--- src/rtl/at_response_packer.sv ---
// at_response_packer
//   Collects the HC-05 reply bytes that follow an AT command and packs them
//   big-endian, two per 16-bit word, with the first byte in the high half.
//   Collection ends on a CR LF pair, on a byte that arrives with the buffer
//   full (overflow), or after an idle gap of TIMEOUT_CYCLES clocks (timeout).
//
// Ports
//   clock       system clock, rising edge active
//   resetn      asynchronous active-low reset
//   start       one-cycle pulse: clear the buffer and status, begin collecting
//   rx_byte     received byte, qualified by rx_valid
//   rx_valid    one-cycle strobe from the UART receiver
//   words       packed buffer, word i at [16i+15:16i]
//   word_count  number of words holding at least one byte
//   busy        collecting
//   done        collection finished (terminator, overflow or timeout)
//   overflow    sticky: a byte arrived with the buffer full
//   timeout     sticky: the idle limit expired
module at_response_packer #(
  parameter int unsigned WORDS          = 10,
  parameter int unsigned TIMEOUT_CYCLES = 50000
) (
  input  logic                 clock,
  input  logic                 resetn,
  input  logic                 start,
  input  logic [7:0]           rx_byte,
  input  logic                 rx_valid,
  output logic [16*WORDS-1:0]  words,
  output logic [4:0]           word_count,
  output logic                 busy,
  output logic                 done,
  output logic                 overflow,
  output logic                 timeout
);

  localparam int unsigned    TW       = (TIMEOUT_CYCLES > 2) ? $clog2(TIMEOUT_CYCLES) : 1;
  localparam logic [TW-1:0]  TLAST    = TW'(TIMEOUT_CYCLES - 1);
  localparam logic [TW-1:0]  TONE     = TW'(1);
  localparam logic [5:0]     FULL_IDX = 6'(2 * WORDS);

  typedef enum logic [1:0] {
    S_IDLE,
    S_COLLECT,
    S_DONE
  } state_t;

  state_t                state_q, state_d;
  logic [16*WORDS-1:0]   words_q, words_d;
  logic [4:0]            word_count_q, word_count_d;
  logic [5:0]            idx_q, idx_d;
  logic [TW-1:0]         timer_q, timer_d;
  logic                  overflow_q, overflow_d;
  logic                  timeout_q, timeout_d;
  logic                  cr_q, cr_d;

  always_comb begin
    state_d      = state_q;
    words_d      = words_q;
    word_count_d = word_count_q;
    idx_d        = idx_q;
    timer_d      = timer_q;
    overflow_d   = overflow_q;
    timeout_d    = timeout_q;
    cr_d         = cr_q;

    if (start) begin
      // start overrides a simultaneous rx_valid; that byte is discarded
      state_d      = S_COLLECT;
      words_d      = '0;
      word_count_d = '0;
      idx_d        = '0;
      timer_d      = '0;
      overflow_d   = 1'b0;
      timeout_d    = 1'b0;
      cr_d         = 1'b0;
    end else if (state_q == S_COLLECT) begin
      if (rx_valid) begin
        if (idx_q == FULL_IDX) begin
          overflow_d = 1'b1;
          state_d    = S_DONE;
        end else begin
          // idx_q[5:1] selects the word, idx_q[0] the half (0 = high byte)
          for (int unsigned i = 0; i < WORDS; i++) begin
            if (32'(idx_q[5:1]) == i) begin
              if (!idx_q[0]) begin
                words_d[16*i +: 16] = {rx_byte, 8'h00};
              end else begin
                words_d[16*i +: 8] = rx_byte;
              end
            end
          end
          if (!idx_q[0]) begin
            word_count_d = idx_q[5:1] + 5'd1;
          end
          idx_d   = idx_q + 6'd1;
          timer_d = '0;
          cr_d    = (rx_byte == 8'h0D);
          if (rx_byte == 8'h0A && cr_q) begin
            state_d = S_DONE;
          end
        end
      end else if (timer_q == TLAST) begin
        timeout_d = 1'b1;
        state_d   = S_DONE;
      end else begin
        timer_d = timer_q + TONE;
      end
    end
  end

  always_ff @(posedge clock or negedge resetn) begin
    if (!resetn) begin
      state_q      <= S_IDLE;
      words_q      <= '0;
      word_count_q <= '0;
      idx_q        <= '0;
      timer_q      <= '0;
      overflow_q   <= 1'b0;
      timeout_q    <= 1'b0;
      cr_q         <= 1'b0;
    end else begin
      state_q      <= state_d;
      words_q      <= words_d;
      word_count_q <= word_count_d;
      idx_q        <= idx_d;
      timer_q      <= timer_d;
      overflow_q   <= overflow_d;
      timeout_q    <= timeout_d;
      cr_q         <= cr_d;
    end
  end

  assign words      = words_q;
  assign word_count = word_count_q;
  assign busy       = (state_q == S_COLLECT);
  assign done       = (state_q == S_DONE);
  assign overflow   = overflow_q;
  assign timeout    = timeout_q;

endmodule
--- config.mk ---
export PLATFORM = sky130hd
export DESIGN_NAME = at_response_packer
export DESIGN_NICKNAME = d
export VERILOG_FILES = /design/src/rtl/at_response_packer.sv
export SDC_FILE = /design/constraint.sdc
export NUM_CORES = 1
export LEC_CHECK = 0
export CAP_MARGIN = 20
export CORE_AREA = 2 2 174 176
export CTS_CLUSTER_DIAMETER = 50
export DETAILED_ROUTE_END_ITERATION = 10
export DIE_AREA = 0 0 176 178
export MAX_ROUTING_LAYER = met4
export PLACE_DENSITY = 0.6
export SYNTH_ARGS = -nofsm -noshare
export SYNTH_HDL_FRONTEND = slang
export SYNTH_SLANG_ARGS = --single-unit
--- constraint.sdc ---
create_clock -name clock -period 5.7 [get_ports clock]
set_input_delay 1.14 -clock clock [delete_from_list [all_inputs] [get_ports clock]]
set_output_delay 1.14 -clock clock [all_outputs]
set_load 0.01 [all_outputs]
==> summary by stage <==
STA
After routing, the total negative slack on setup checks comes to 0 ps. The clock skew is 16.07 ps. For the pin with the worst max-slew slack, the measured transition is 1015 ps. Counting I/O delays and the setup requirement, the final critical path takes 3266 ps. Setup violations remaining at the end of the flow were counted as 0. Derived from the worst setup path, the maximum achievable clock frequency is 0.3062 GHz.

Headroom to the max-slew limit came out at 0.3232. Setup repair after global routing left no endpoint under its margin. The smallest setup slack after layout is 2434 ps.

The number of pins with negative max-slew slack in the final report was 0. The part of the cycle the worst path needs is 0.5729. The final count of hold timing violations is 0.

Floorplanning
The core region is 0.02940 mm^2. The starting density of the core is 0.2662. Measured along the y axis, the die boundary spans 178 um. The row count is 63.

The die outline area is 0.03133 mm^2. The I/O pin count is 181. Measured along the x axis, the die boundary spans 176 um.

Setup path
In this design, the stage delay of the slowest critical-path cell is 840 ps. The critical path data arrival time is 3530 ps. By startpoint and endpoint, the worst setup path is classified as in2reg.

The worst setup path is launched from an input pin. The critical path required time is 5960 ps. Together, buffers and inverters on the worst path number 1. For this design, the slowest cell found on the critical path is sky130_fd_sc_hd__a21oi_1.

The critical path crosses 5 cells after its start point. Traced cell by cell, the critical path runs through clkdlybuf4s50_1 -> and3b_1 -> and3_1 -> a21oi_1 -> o21ai_0. The category of the worst setup path capture point is a flip-flop. The path depth of the worst reg2reg path is 5. The highest net fanout along the worst path is 16. Broken down by cell family, the worst path's largest delay share belongs to compound AO/OA/AOI/OAI gates.

Logic synthesis
Sorting the synthesized cells by how often they occur yields sky130_fd_sc_hd__dfrtp_1, sky130_fd_sc_hd__nand2_1, sky130_fd_sc_hd__o21ai_0, sky130_fd_sc_hd__mux2_2, sky130_fd_sc_hd__clkbuf_1. The Yosys step of the flow raised 0 warnings. Among all flip-flop cells after synthesis, the most frequent one is sky130_fd_sc_hd__dfrtp_1. Of the synthesized area, sequential elements account for 0.6139. Among all cell types in the netlist, the one instantiated most often is sky130_fd_sc_hd__dfrtp_1. After synthesis, the netlist uses 49 different library cells. The number of register bits inferred by synthesis is 192.

The fraction of registers with async set/reset is 1.000. Sorting the synthesized cells by area gives the leading types as sky130_fd_sc_hd__dfrtp_1, sky130_fd_sc_hd__mux2_2, sky130_fd_sc_hd__o21ai_0. The synthesized netlist occupies a cell area of 0.007826 mm^2. The synthesized instance count is 672. Of the post-synthesis cell area, the dominant cell type holds 0.6139. Each instance of the synthesized netlist takes up on average 11.65 um^2. The number of nets in the synthesized netlist is 691. The synthesized design spends more area on one cell type than any other, namely sky130_fd_sc_hd__dfrtp_1. Counting flops with a built-in enable in the synthesized netlist gives 0.

Cells and area
The number of cells in the finished layout apart from fillers is 1,257. The number of filler cells placed in the layout is 2,929. The antenna diode instance count is 0. The net count of the finished layout is 873.

The area growth from synthesis to layout is 36.79%. The share of post-route cells with drive strength above 1 is 0.1638.

Global routing
The largest net degree at the start of global routing is 111. The overall fraction of global-route tracks in use is 0.1530. The number of global-route vias before repair is 5,830. The global-route wire length before repair is 35,390 um. The total overflow reported by the global router is 0. The initial antenna violation count is 0.

Pwr
Power spread over the standard cell area amounts to 295.7 mW/mm^2. The leakage power total is 4.575 nW. The worst IR drop on VDD is 0.2189 mV.

Clocking
The clock passes through at most 2 buffers. The clock sink total is 192. In this run, post-CTS repair resized a total of 0 instances.

CTS built an H-tree with a depth of 4. The total clock buffers created by CTS is 17. After clock tree synthesis, the setup repair step added 0 buffers. The cts-stage hold buffer count is 0. The post-CTS clock slew at the launch and capture registers of the worst setup and hold paths is 80 ps.

The clock latency on the worst-skew pair is 430 ps. TritonCTS built the clock tree. The clock root buffer is sky130_fd_sc_hd__clkbuf_16.

Drt
In this run the remaining antenna-violating nets after routing total 0. The number of detailed-route iterations in the first pass is 4. The number of remaining DRC errors is 0. Wires add up to 22,740 um.

The number of vias per cell after detailed routing is 4.578. The initial detailed-routing violation count is 306. The detailed-route via count is 5,754.

The average routed wire per standard cell is 18.09 um.

Job
The reported max-cap violation count is 0.

Outcome
The flow ran to the end, and the final reports show no timing, DRC or antenna violations.

Placement
The number of buffers inserted by port buffering is 180. The routability-driven placement congestion ratio is 0.8263. OpenSTA, run right after detailed placement, puts the worst setup slack at 1962 ps.

Including well taps, the total number of placed cells is 1,220. The post-detailed-placement half-perimeter wirelength is 15,860 um.

Min path
The worst hold path belongs to the class reg2reg. The worst hold path passes through 2 cells.
[per-stage QoR]
stage	total power, W	area (um^2)	utilization	hold WS [ps]
2_1_floorplan	0.001696	7826	-	449.5
5_1_grt	0.003303	10710	0.3641	514.0
3_5_place_dp	0.001966	10070	0.3425	469.5
6_report	0.003166	10710	0.3641	480.4
3_3_place_gp	0.001960	10060	0.3420	463.9
4_1_cts	0.003208	10670	0.3628	486.4
[flip-flops by register name, indices dropped and copies added (netlist names)]
register    count
timer_q        16
state_q         2
overflow        1
word_count      5
cr_q            1
words         160
idx_q           6
timeout         1
[logic make-up (layout without fill, tap and decap cells)]
logic type,after synthesis,after routing,share of synthesized area
muxes,81,81,0.1164
buffers and inverters,42,237,0.02046
adders and majority gates,7,7,0.01119
AOI/OAI and AO/OA,151,151,0.1126
and+or+nand+nor,192,192,0.1177
xor gates and xnor gates,7,7,0.007834
DFF,192,192,0.6139
[worst paths after layout]
kind / to / slack (ps) / startpoint
setup reg to reg: words[139] / 3020 / idx_q[0]
hold / removal: words[36] / 480 / words[36]
max in group asynchronous: words[31] / 3760 / resetn
hold reg to reg: words[36] / 480 / words[36]
min in group asynchronous: words[30] / 830 / resetn
setup / recovery: words[70] / 2430 / rx_valid
[cells in the final DEF, fill, tap and decap left out, drive strengths merged, types with 2 or more instances in the layout]
master         count
nand2b             3
dfrtp            192
xnor2              6
nor3              13
o21ai             96
or2                2
ha                 7
or4b               2
nor2b             16
buf               17
inv               16
mux2              80
nand3              8
nand4b             3
o31ai              4
nand4              7
clkinv             4
o22ai              2
clkdlybuf4s50    178
nor4               2
nand3b             2
a21oi             18
nor2              24
a211oi             4
a31oi             15
a21o               4
a22o               2
nand2            103
clkbuf            20
[power breakdown]
part | internal, W | total, W | switching, W
clock | 0.000647 | 0.00123 | 0.000583
sequential | 0.00144 | 0.00149 | 0.0000504
combinational | 0.000219 | 0.000443 | 0.000225
total | 0.00231 | 0.00317 | 0.000858
[worst min-delay path, stage by stage, from the launching register on]
cell and delay [ps]:
sky130_fd_sc_hd__dfrtp_1 340, sky130_fd_sc_hd__nand2_1 40, sky130_fd_sc_hd__o21ai_0 60
[per-layer routing]
metal  GRT usage  part of all wire  up-vias
met5           -                 0        -
met4     0.02996            0.0069        0
met3     0.06543              0.10       17
met2      0.2224              0.44      193
met1      0.1998              0.45     2821
li1            -                 -     2723
[area by class of cell]
type                       instances  area, um^2  area share
multi-input combinational        438        2861      0.2673
tap                              390       488.0     0.04558
inverter                           9       33.78    0.003156
sequential                       192        4805      0.4488
timing repair buffer             196        1921      0.1794
clock buffer                      19       452.9     0.04231
clock inverter                    13       143.9     0.01344
Power figures use the tool's default switching activity.
